==> src/rtl/uart_top.sv <==
// Full-duplex 8N1 UART: one-byte transmitter and receiver sharing a single baud divider.
// TX shifts data_in out LSB first; RX oversamples a synchronized rx at mid-bit.
module uart_top #(
   parameter int BAUD_DIV = 4
) (
   input  logic       clk,
   input  logic       reset_n,
   input  logic       rx,
   input  logic [7:0] data_in,
   input  logic       tx_start,
   output logic       tx,
   output logic       rx_done,
   output logic       tx_busy,
   output logic [7:0] data_out
);

   localparam int CW = $clog2(BAUD_DIV);
   localparam logic [CW-1:0] C_LAST = CW'(BAUD_DIV - 1);
   localparam logic [CW-1:0] C_HALF = CW'(BAUD_DIV / 2);

   typedef enum logic [1:0] {S_IDLE, S_START, S_DATA, S_STOP} state_t;

   // ---------------- transmitter ----------------
   state_t          r_tx_state, w_tx_next;
   logic [CW-1:0]   r_tx_cnt;
   logic [2:0]      r_tx_idx;
   logic [7:0]      r_tx_sh;
   logic            w_tx_tick;

   assign w_tx_tick = (r_tx_cnt == C_LAST);

   always_ff @(posedge clk) begin
      if (reset_n) r_tx_state <= S_IDLE;
      else         r_tx_state <= w_tx_next;
   end

   always_comb begin
      w_tx_next = r_tx_state;
      case (r_tx_state)
         S_IDLE:  if (tx_start)                        w_tx_next = S_START;
         S_START: if (w_tx_tick)                       w_tx_next = S_DATA;
         S_DATA:  if (w_tx_tick && r_tx_idx == 3'd7)   w_tx_next = S_STOP;
         S_STOP:  if (w_tx_tick)                       w_tx_next = S_IDLE;
         default:                                      w_tx_next = S_IDLE;
      endcase
   end

   always_comb begin
      tx      = 1'b1;
      tx_busy = (r_tx_state != S_IDLE);
      case (r_tx_state)
         S_START: tx = 1'b0;
         S_DATA:  tx = r_tx_sh[0];
         default: tx = 1'b1;
      endcase
   end

   always_ff @(posedge clk) begin
      if (reset_n) begin
         r_tx_cnt <= '0;
         r_tx_idx <= '0;
         r_tx_sh  <= '0;
      end else if (r_tx_state == S_IDLE) begin
         r_tx_cnt <= '0;
         r_tx_idx <= '0;
         if (tx_start) r_tx_sh <= data_in;
      end else begin
         r_tx_cnt <= w_tx_tick ? '0 : r_tx_cnt + CW'(1);
         if (r_tx_state == S_DATA && w_tx_tick) begin
            r_tx_sh  <= {1'b0, r_tx_sh[7:1]};
            r_tx_idx <= r_tx_idx + 3'd1;
         end
      end
   end

   // ---------------- receiver ----------------
   state_t          r_rx_state, w_rx_next;
   logic            r_rx_s1, r_rx_s2, r_rx_q;
   logic [CW-1:0]   r_rx_cnt;
   logic [2:0]      r_rx_idx;
   logic [7:0]      r_rx_sh;
   logic            w_rx, w_rx_fall, w_rx_last, w_rx_half, w_rx_load;

   assign w_rx      = r_rx_s2;
   assign w_rx_fall = r_rx_q & ~r_rx_s2;
   assign w_rx_last = (r_rx_cnt == C_LAST);
   assign w_rx_half = (r_rx_cnt == C_HALF);

   always_ff @(posedge clk) begin
      if (reset_n) begin
         r_rx_s1 <= 1'b1;
         r_rx_s2 <= 1'b1;
         r_rx_q  <= 1'b1;
      end else begin
         r_rx_s1 <= rx;
         r_rx_s2 <= r_rx_s1;
         r_rx_q  <= r_rx_s2;
      end
   end

   always_ff @(posedge clk) begin
      if (reset_n) r_rx_state <= S_IDLE;
      else         r_rx_state <= w_rx_next;
   end

   always_comb begin
      w_rx_next = r_rx_state;
      case (r_rx_state)
         S_IDLE:  if (w_rx_fall)                      w_rx_next = S_START;
         S_START: if (w_rx_half)                      w_rx_next = w_rx ? S_IDLE : S_DATA;
         S_DATA:  if (w_rx_last && r_rx_idx == 3'd7)  w_rx_next = S_STOP;
         S_STOP:  if (w_rx_last)                      w_rx_next = S_IDLE;
         default:                                     w_rx_next = S_IDLE;
      endcase
   end

   always_comb begin
      w_rx_load = (r_rx_state == S_STOP) && w_rx_last && w_rx;
   end

   // The edge-detect cycle is tick 0 of the start bit, so START begins at 1.
   always_ff @(posedge clk) begin
      if (reset_n) begin
         r_rx_cnt <= '0;
         r_rx_idx <= '0;
         r_rx_sh  <= '0;
         rx_done  <= 1'b0;
         data_out <= 8'h00;
      end else begin
         rx_done <= w_rx_load;
         if (w_rx_load) data_out <= r_rx_sh;
         case (r_rx_state)
            S_IDLE: begin
               r_rx_cnt <= w_rx_fall ? CW'(1) : '0;
               r_rx_idx <= '0;
            end
            S_START: r_rx_cnt <= w_rx_half ? '0 : r_rx_cnt + CW'(1);
            S_DATA: begin
               r_rx_cnt <= w_rx_last ? '0 : r_rx_cnt + CW'(1);
               if (w_rx_last) begin
                  r_rx_sh  <= {w_rx, r_rx_sh[7:1]};
                  r_rx_idx <= r_rx_idx + 3'd1;
               end
            end
            default: r_rx_cnt <= w_rx_last ? '0 : r_rx_cnt + CW'(1);
         endcase
      end
   end

endmodule

==> config.mk <==
export PLATFORM = sky130hd
export DESIGN_NAME = uart_top
export DESIGN_NICKNAME = d
export VERILOG_FILES = /design/src/rtl/uart_top.sv
export SDC_FILE = /design/constraint.sdc
export NUM_CORES = 1
export LEC_CHECK = 0
export CORE_UTILIZATION = 47
export CTS_CLUSTER_DIAMETER = 50
export CTS_CLUSTER_SIZE = 14
export DETAILED_ROUTE_END_ITERATION = 8
export PLACE_DENSITY = 0.76
export REMOVE_ABC_BUFFERS = 1
export SLEW_MARGIN = 25
export SYNTH_ARGS = -nofsm -noshare
export SYNTH_HDL_FRONTEND = slang
export SYNTH_SLANG_ARGS = --single-unit
==> constraint.sdc <==
create_clock -name clk -period 3.3 [get_ports clk]
set_input_delay 0.495 -clock clk [delete_from_list [all_inputs] [get_ports clk]]
set_output_delay 0.495 -clock clk [all_outputs]
set_load 0.005 [all_outputs]
Word-level counts from Yosys, hierarchy flattened
Index checks and enable logic that the tools add are counted.
- flip-flop bits (word level): 42
- output and inout bits: 11
- $add $sub $neg: 4
- equal/unequal tests: 20
- muxes and demuxes: 21
- bitwise logic cells: 2
- reductions and logical operators: 17
- operators with widths (operator ; number):
    2-to-1 mux 8 bit ; 3
    2-to-1 mux 2 bit ; 11
    inequality test 2 bit, second input constant ; 9
    case mux 2 bit (4 select lines) ; 2
    equality test 2 bit, second input constant ; 7
    AND reduction 4 bit ; 2
    adder 3 x 1 -> 3 bit, second input constant ; 2
    equality test 3 bit, second input constant ; 2
    case mux 3 bit (2 select lines) ; 1
    AND reduction 2 bit ; 3
    nonzero test 2 bit ; 3
    logical AND 1 bit ; 5
    adder 2 x 1 -> 2 bit, second input constant ; 2
    equality test 2 x 1 -> 1 bit, second input constant ; 2
    logical NOT 2 bit ; 2
    case mux 2 bit (2 select lines) ; 1
    2-to-1 mux 3 bit ; 1
    OR reduction 3 bit ; 1
    case mux 1 bit (2 select lines) ; 1
    OR reduction 2 bit ; 1
    AND 1 bit ; 1
    2-to-1 mux 1 bit ; 1
    NOT 1 bit ; 1

Longest topological paths before layout
- depth after elaboration: 4
- depth in mapped cells: 7
- mapped depth without buffers: 5

Least setup slack after synthesis
No wires, ideal clock.
- path type: reg-to-reg
- from: reg r_tx_state[0]
- to: reg r_tx_state[0]
- library setup time: 79 ps
- data arrival time: 1301 ps
- required time: 3221 ps
- setup slack: 1919 ps
- stages on the path, launching flop included: 6
- path buffers: 0
- clock period less this slack: 1381 ps
- path through: dfxtp_1 -> inv_1 -> ha_1 -> nor3_1 -> o221ai_1 -> a211oi_2
- longest elaborated chain between the ends: 3
- elaborated cells on any way between the ends: 10
- ends and longest elaborated chain (what ; line ; RTL):
    start: declaration ; 24 ; state_t r_tx_state, w_tx_next;
    start signal: assignment ; 34 ; else r_tx_state <= w_tx_next;
    equality test 2 bit, or another cell as far along ; 39 ; case (r_tx_state)
    inequality test 2 bit (no line) ; - ;
    AND reduction 4 bit (no line) ; - ;
Parallel ways exist; a longest one is shown, timed or not.
A chain may end at the register's enable or synchronous reset.

Worst setup path after layout
- from: reg r_tx_state[0]
- to: out tx_busy
- longest elaborated chain between the ends: 1
- ends and longest elaborated chain (what ; line ; RTL):
    nonzero test 2 bit ; 50 ; tx_busy = (r_tx_state != S_IDLE);
    end: declaration ; 13 ; output logic tx_busy,
Every way passes these cells.

==> out/summary.log <==
qor: worst_setup_path.rr_startpoint r_rx_cnt[0]
qor: yosys.synth_async_sr_flop_share 0%
qor: detailed_routing.dr.first_iter.drc_count 94
qor: sta.worst_slew_pin_slew 0.4926 ns
qor: placement.dp_hpwl 2056 um
qor: worst_setup_path.cp_max_fo 18
qor: clock_network.tritoncts done
qor: global_routing.track_usage 17.50%
qor: detailed_routing.wl 3131 um
qor: worst_hold_path.worst_hold_path.endpoint r_rx_s2
qor: yosys.synth.avg_cell_area 9.384 um2
qor: clock_network.worst_skew_pair.late_latency 0.30 ns
qor: detailed_routing.antenna_violating_nets_post_route 0
qor: yosys.syn-instance-count 202
qor: power_and_ir_drop.power_per_cell_area 589.8 nW/um2
qor: worst_setup_path.cp-start-kind flip-flop
qor: clock_network.clock_sinks 42
qor: worst_setup_path.crit_type reg2out
qor: clock_network.clock_tree.buffer_depth 2
qor: worst_setup_path.cp-end-kind output pin
qor: sta.finalMaxSlewViolations 0
qor: placement.io_buffers 22
qor: floorplanning.width_of_the_die 65.51 um
qor: clock_network.clkSlewWorstSetupHoldPaths 0.07 ns
qor: detailed_routing.remaining_drc_errors 0
qor: floorplanning.core-area 3771 um2
qor: yosys.synth.area.top_cells sky130_fd_sc_hd__dfxtp_1 44%, sky130_fd_sc_hd__mux2i_1 10%, sky130_fd_sc_hd__ha_1 8.6%, sky130_fd_sc_hd__nand2_1 5.0%, sky130_fd_sc_hd__a21oi_1 3.4%
qor: worst_setup_path.reg2reg_slack 1.62 ns
qor: sta.finalHoldWorstSlack 0.4114 ns
qor: sta.largest_clock_skew_in_the_final_design 0.007381 ns
qor: clock_network.numCtsBuffers 5
qor: layout.area.growth.synth_to_final 15.51%
qor: floorplanning.placement_row_count 22
qor: sta.period_share 67.54%
qor: detailed_routing.detailroute.via_count 1,360
qor: global_routing.grt_max_degree 44
qor: sta.max_clock_freq 448.6 MHz
qor: yosys.synth_cell_type_count 37
qor: layout.num_antenna_cells 0
qor: global_routing.grt_pass1_wl 5671 um
qor: power_and_ir_drop.p_leak 0.9198 nW
qor: clock_network.cts_setup_buffers 0
qor: yosys.ys_dominant_reg_cell sky130_fd_sc_hd__dfxtp_1
qor: sta.post-route-min-period 2.229 ns
qor: outcome.status finished clean
qor: layout.post_route_cells_drive_above_1_share 6.849%
qor: job.max_cap_viol_count 0
qor: power_and_ir_drop.vdd_ir_drop_max 434.6 uV
qor: clock_network.cts.repair.resized 0
qor: worst_hold_path.holdPathStages 1
qor: worst_hold_path.hold_path.class reg2reg
qor: detailed_routing.post_drt_via_cell_ratio 5.094
qor: yosys.synthDominantAreaCellType sky130_fd_sc_hd__dfxtp_1
qor: floorplanning.chipHeight 65.51 um
qor: worst_setup_path.crit_arrival 1.73 ns
qor: yosys.netlist.area_leader.share 44.36%
qor: layout.final_nets 243
qor: placement.gp_routability_congestion 0.7015
qor: clock_network.clk_root_buffer_cell sky130_fd_sc_hd__clkbuf_8
qor: clock_network.cts_hold_buf 0
qor: detailed_routing.routed_wire_length_per_instance 11.73 um
qor: global_routing.gr-total-overflow 0
qor: yosys.fraction_of_the_yosys_area_taken_by_sequential_cells 44.36%
qor: worst_hold_path.worstHoldStart r_rx_s1
qor: detailed_routing.drt_pass1_iterations 4
qor: sta.setup_repair_after_global_routing_missed_its_margin no
qor: sta.report.final.setup_viol 0
qor: global_routing.grt_pass1_vias 1,314
qor: yosys.count_of_flip_flops_with_a_built_in_enable_after_synthesis 0
qor: floorplanning.die_area 4291 um2
qor: worst_setup_path.capturing_point_of_the_worst_reg2reg_path r_rx_sh[1]
qor: sta.worst_slew_margin 67.06%
qor: floorplanning.boundaryPins 23
qor: sta.report.final.hold_viol_count 0
qor: clock_network.cts_h_tree_depth 2
qor: floorplanning.start_util 50.27%
qor: sta.setup_total_negative_slack 0 ns
qor: worst_setup_path.cp.required 2.80 ns
qor: yosys.yosys_register_bits 42
qor: yosys.synth_warnings 0
qor: global_routing.grt_antenna_before_repair 0
qor: yosys.netlist_area_before_placement 1896 um2
qor: worst_setup_path.r2r_cells 4
## Yosys cell counts, types with 2 or more instances
| library cell | n |
|---|---|
| sky130_fd_sc_hd__mux2i_1 | 19 |
| sky130_fd_sc_hd__dfxtp_1 | 42 |
| sky130_fd_sc_hd__nor2_1 | 15 |
| sky130_fd_sc_hd__buf_6 | 2 |
| sky130_fd_sc_hd__buf_4 | 2 |
| sky130_fd_sc_hd__nand2_1 | 25 |
| sky130_fd_sc_hd__nor3b_1 | 2 |
| sky130_fd_sc_hd__nor3_1 | 11 |
| sky130_fd_sc_hd__and3b_1 | 2 |
| sky130_fd_sc_hd__buf_2 | 7 |
| sky130_fd_sc_hd__clkbuf_1 | 4 |
| sky130_fd_sc_hd__nor2b_1 | 3 |
| sky130_fd_sc_hd__a211oi_1 | 8 |
| sky130_fd_sc_hd__o21ai_0 | 3 |
| sky130_fd_sc_hd__a21oi_1 | 13 |
| sky130_fd_sc_hd__nand2b_1 | 2 |
| sky130_fd_sc_hd__or2_2 | 3 |
| sky130_fd_sc_hd__inv_1 | 6 |
| sky130_fd_sc_hd__nand3b_1 | 3 |
| sky130_fd_sc_hd__ha_1 | 13 |
## layer usage
metal / wire (um) / global-route usage (%)
met1: 1536 / 21.23
met4: 103 / 11.41
met2: 1393 / 27.06
met3: 97 / 4.688
met5: 0 / 0
## placed cells by master (no fill, tap or decap), types with 2 or more instances in the layout
cell / synthesis / routed
sky130_fd_sc_hd__a211oi_1: 8 / 8
sky130_fd_sc_hd__a21oi_1: 13 / 13
sky130_fd_sc_hd__and3b_1: 2 / 2
sky130_fd_sc_hd__buf_4: 2 / 2
sky130_fd_sc_hd__clkbuf_8: 0 / 5
sky130_fd_sc_hd__clkdlybuf4s50_1: 0 / 22
sky130_fd_sc_hd__dfxtp_1: 42 / 42
sky130_fd_sc_hd__ha_1: 13 / 13
sky130_fd_sc_hd__inv_1: 6 / 6
sky130_fd_sc_hd__mux2i_1: 19 / 19
sky130_fd_sc_hd__nand2_1: 25 / 25
sky130_fd_sc_hd__nand2b_1: 2 / 2
sky130_fd_sc_hd__nand3b_1: 3 / 3
sky130_fd_sc_hd__nor2_1: 15 / 15
sky130_fd_sc_hd__nor2b_1: 3 / 3
sky130_fd_sc_hd__nor3_1: 11 / 11
sky130_fd_sc_hd__nor3b_1: 2 / 2
sky130_fd_sc_hd__o21ai_0: 3 / 3
sky130_fd_sc_hd__or2_2: 3 / 3
## worst max-delay path, cell delays in order, from the launching register on
cell	delay, ns
sky130_fd_sc_hd__dfxtp_1	0.36
sky130_fd_sc_hd__inv_1	0.09
sky130_fd_sc_hd__ha_1	0.20
sky130_fd_sc_hd__buf_4	0.20
sky130_fd_sc_hd__inv_1	0.09
sky130_fd_sc_hd__clkdlybuf4s50_1	0.49
## flip-flops by register name, indices dropped and copies added, names as in the netlist, named ones only
signal,count
r_tx_sh,8
r_rx_s1,1
data_out,8
r_rx_cnt,2
rx_done,1
r_rx_s2,1
r_rx_sh,8
r_rx_state,1
r_tx_idx,3
r_tx_cnt,2
r_rx_q,1
r_tx_state,2
r_rx_idx,3
## power by group
part | total, mW | internal [mW] | switching, mW
Combinational | 0.376 | 0.188 | 0.189
Clock | 0.323 | 0.149 | 0.174
Sequential | 0.592 | 0.558 | 0.0343
## area by class of cell
type / instances / area [um2]
repair buffers: 24 / 235.2
well taps: 48 / 60.06
clock inverters: 2 / 13.76
multi-input cells: 139 / 944.7
flip-flops and latches: 42 / 840.8
fillers: 342 / 1582
clock buffers: 6 / 72.57
inverters: 6 / 22.52
## worst max path at each step
stage	cells past startpoint	to	slack (ns)	startpoint
2_1_floorplan	5	r_tx_state[1]	1.64	r_tx_state[0]
3_3_place_gp	5	tx_busy	1.41	r_tx_state[0]
3_5_place_dp	5	tx_busy	1.38	r_tx_state[0]
4_1_cts	5	tx_busy	1.05	r_tx_state[0]
5_1_grt	5	tx_busy	0.98	r_tx_state[1]
6_report	5	tx_busy	1.07	r_tx_state[0]
## kinds of logic after synthesis
group	Yosys count	share of synthesized area [%]
DFF	42	44.36
muxes	19	10.03
buffers and inverters	21	5.808
xor gates and xnor gates	1	0.4621
and+or+nand+nor	74	19.60
adders and majority gates	13	8.581
AOI/OAI and AO/OA	32	11.16
## per-stage QoR
| stage | std cells | util, % | power [mW] | cell area [um2] | worst slack (ns) |
|---|---|---|---|---|---|
| floorplan | 187 | - | 0.8659 | 1808 | 1.640 |
| global placement | 259 | 55.77 | 0.9720 | 2103 | 1.409 |
| detailed placement | 259 | 55.77 | 0.9818 | 2103 | 1.379 |
| CTS | 267 | 58.06 | 1.308 | 2190 | 1.045 |
| global route | 267 | 58.06 | 1.382 | 2190 | 0.9775 |
| finish | 267 | 58.06 | 1.291 | 2190 | 1.071 |
No activity file was read; power rests on OpenSTA's default activity.
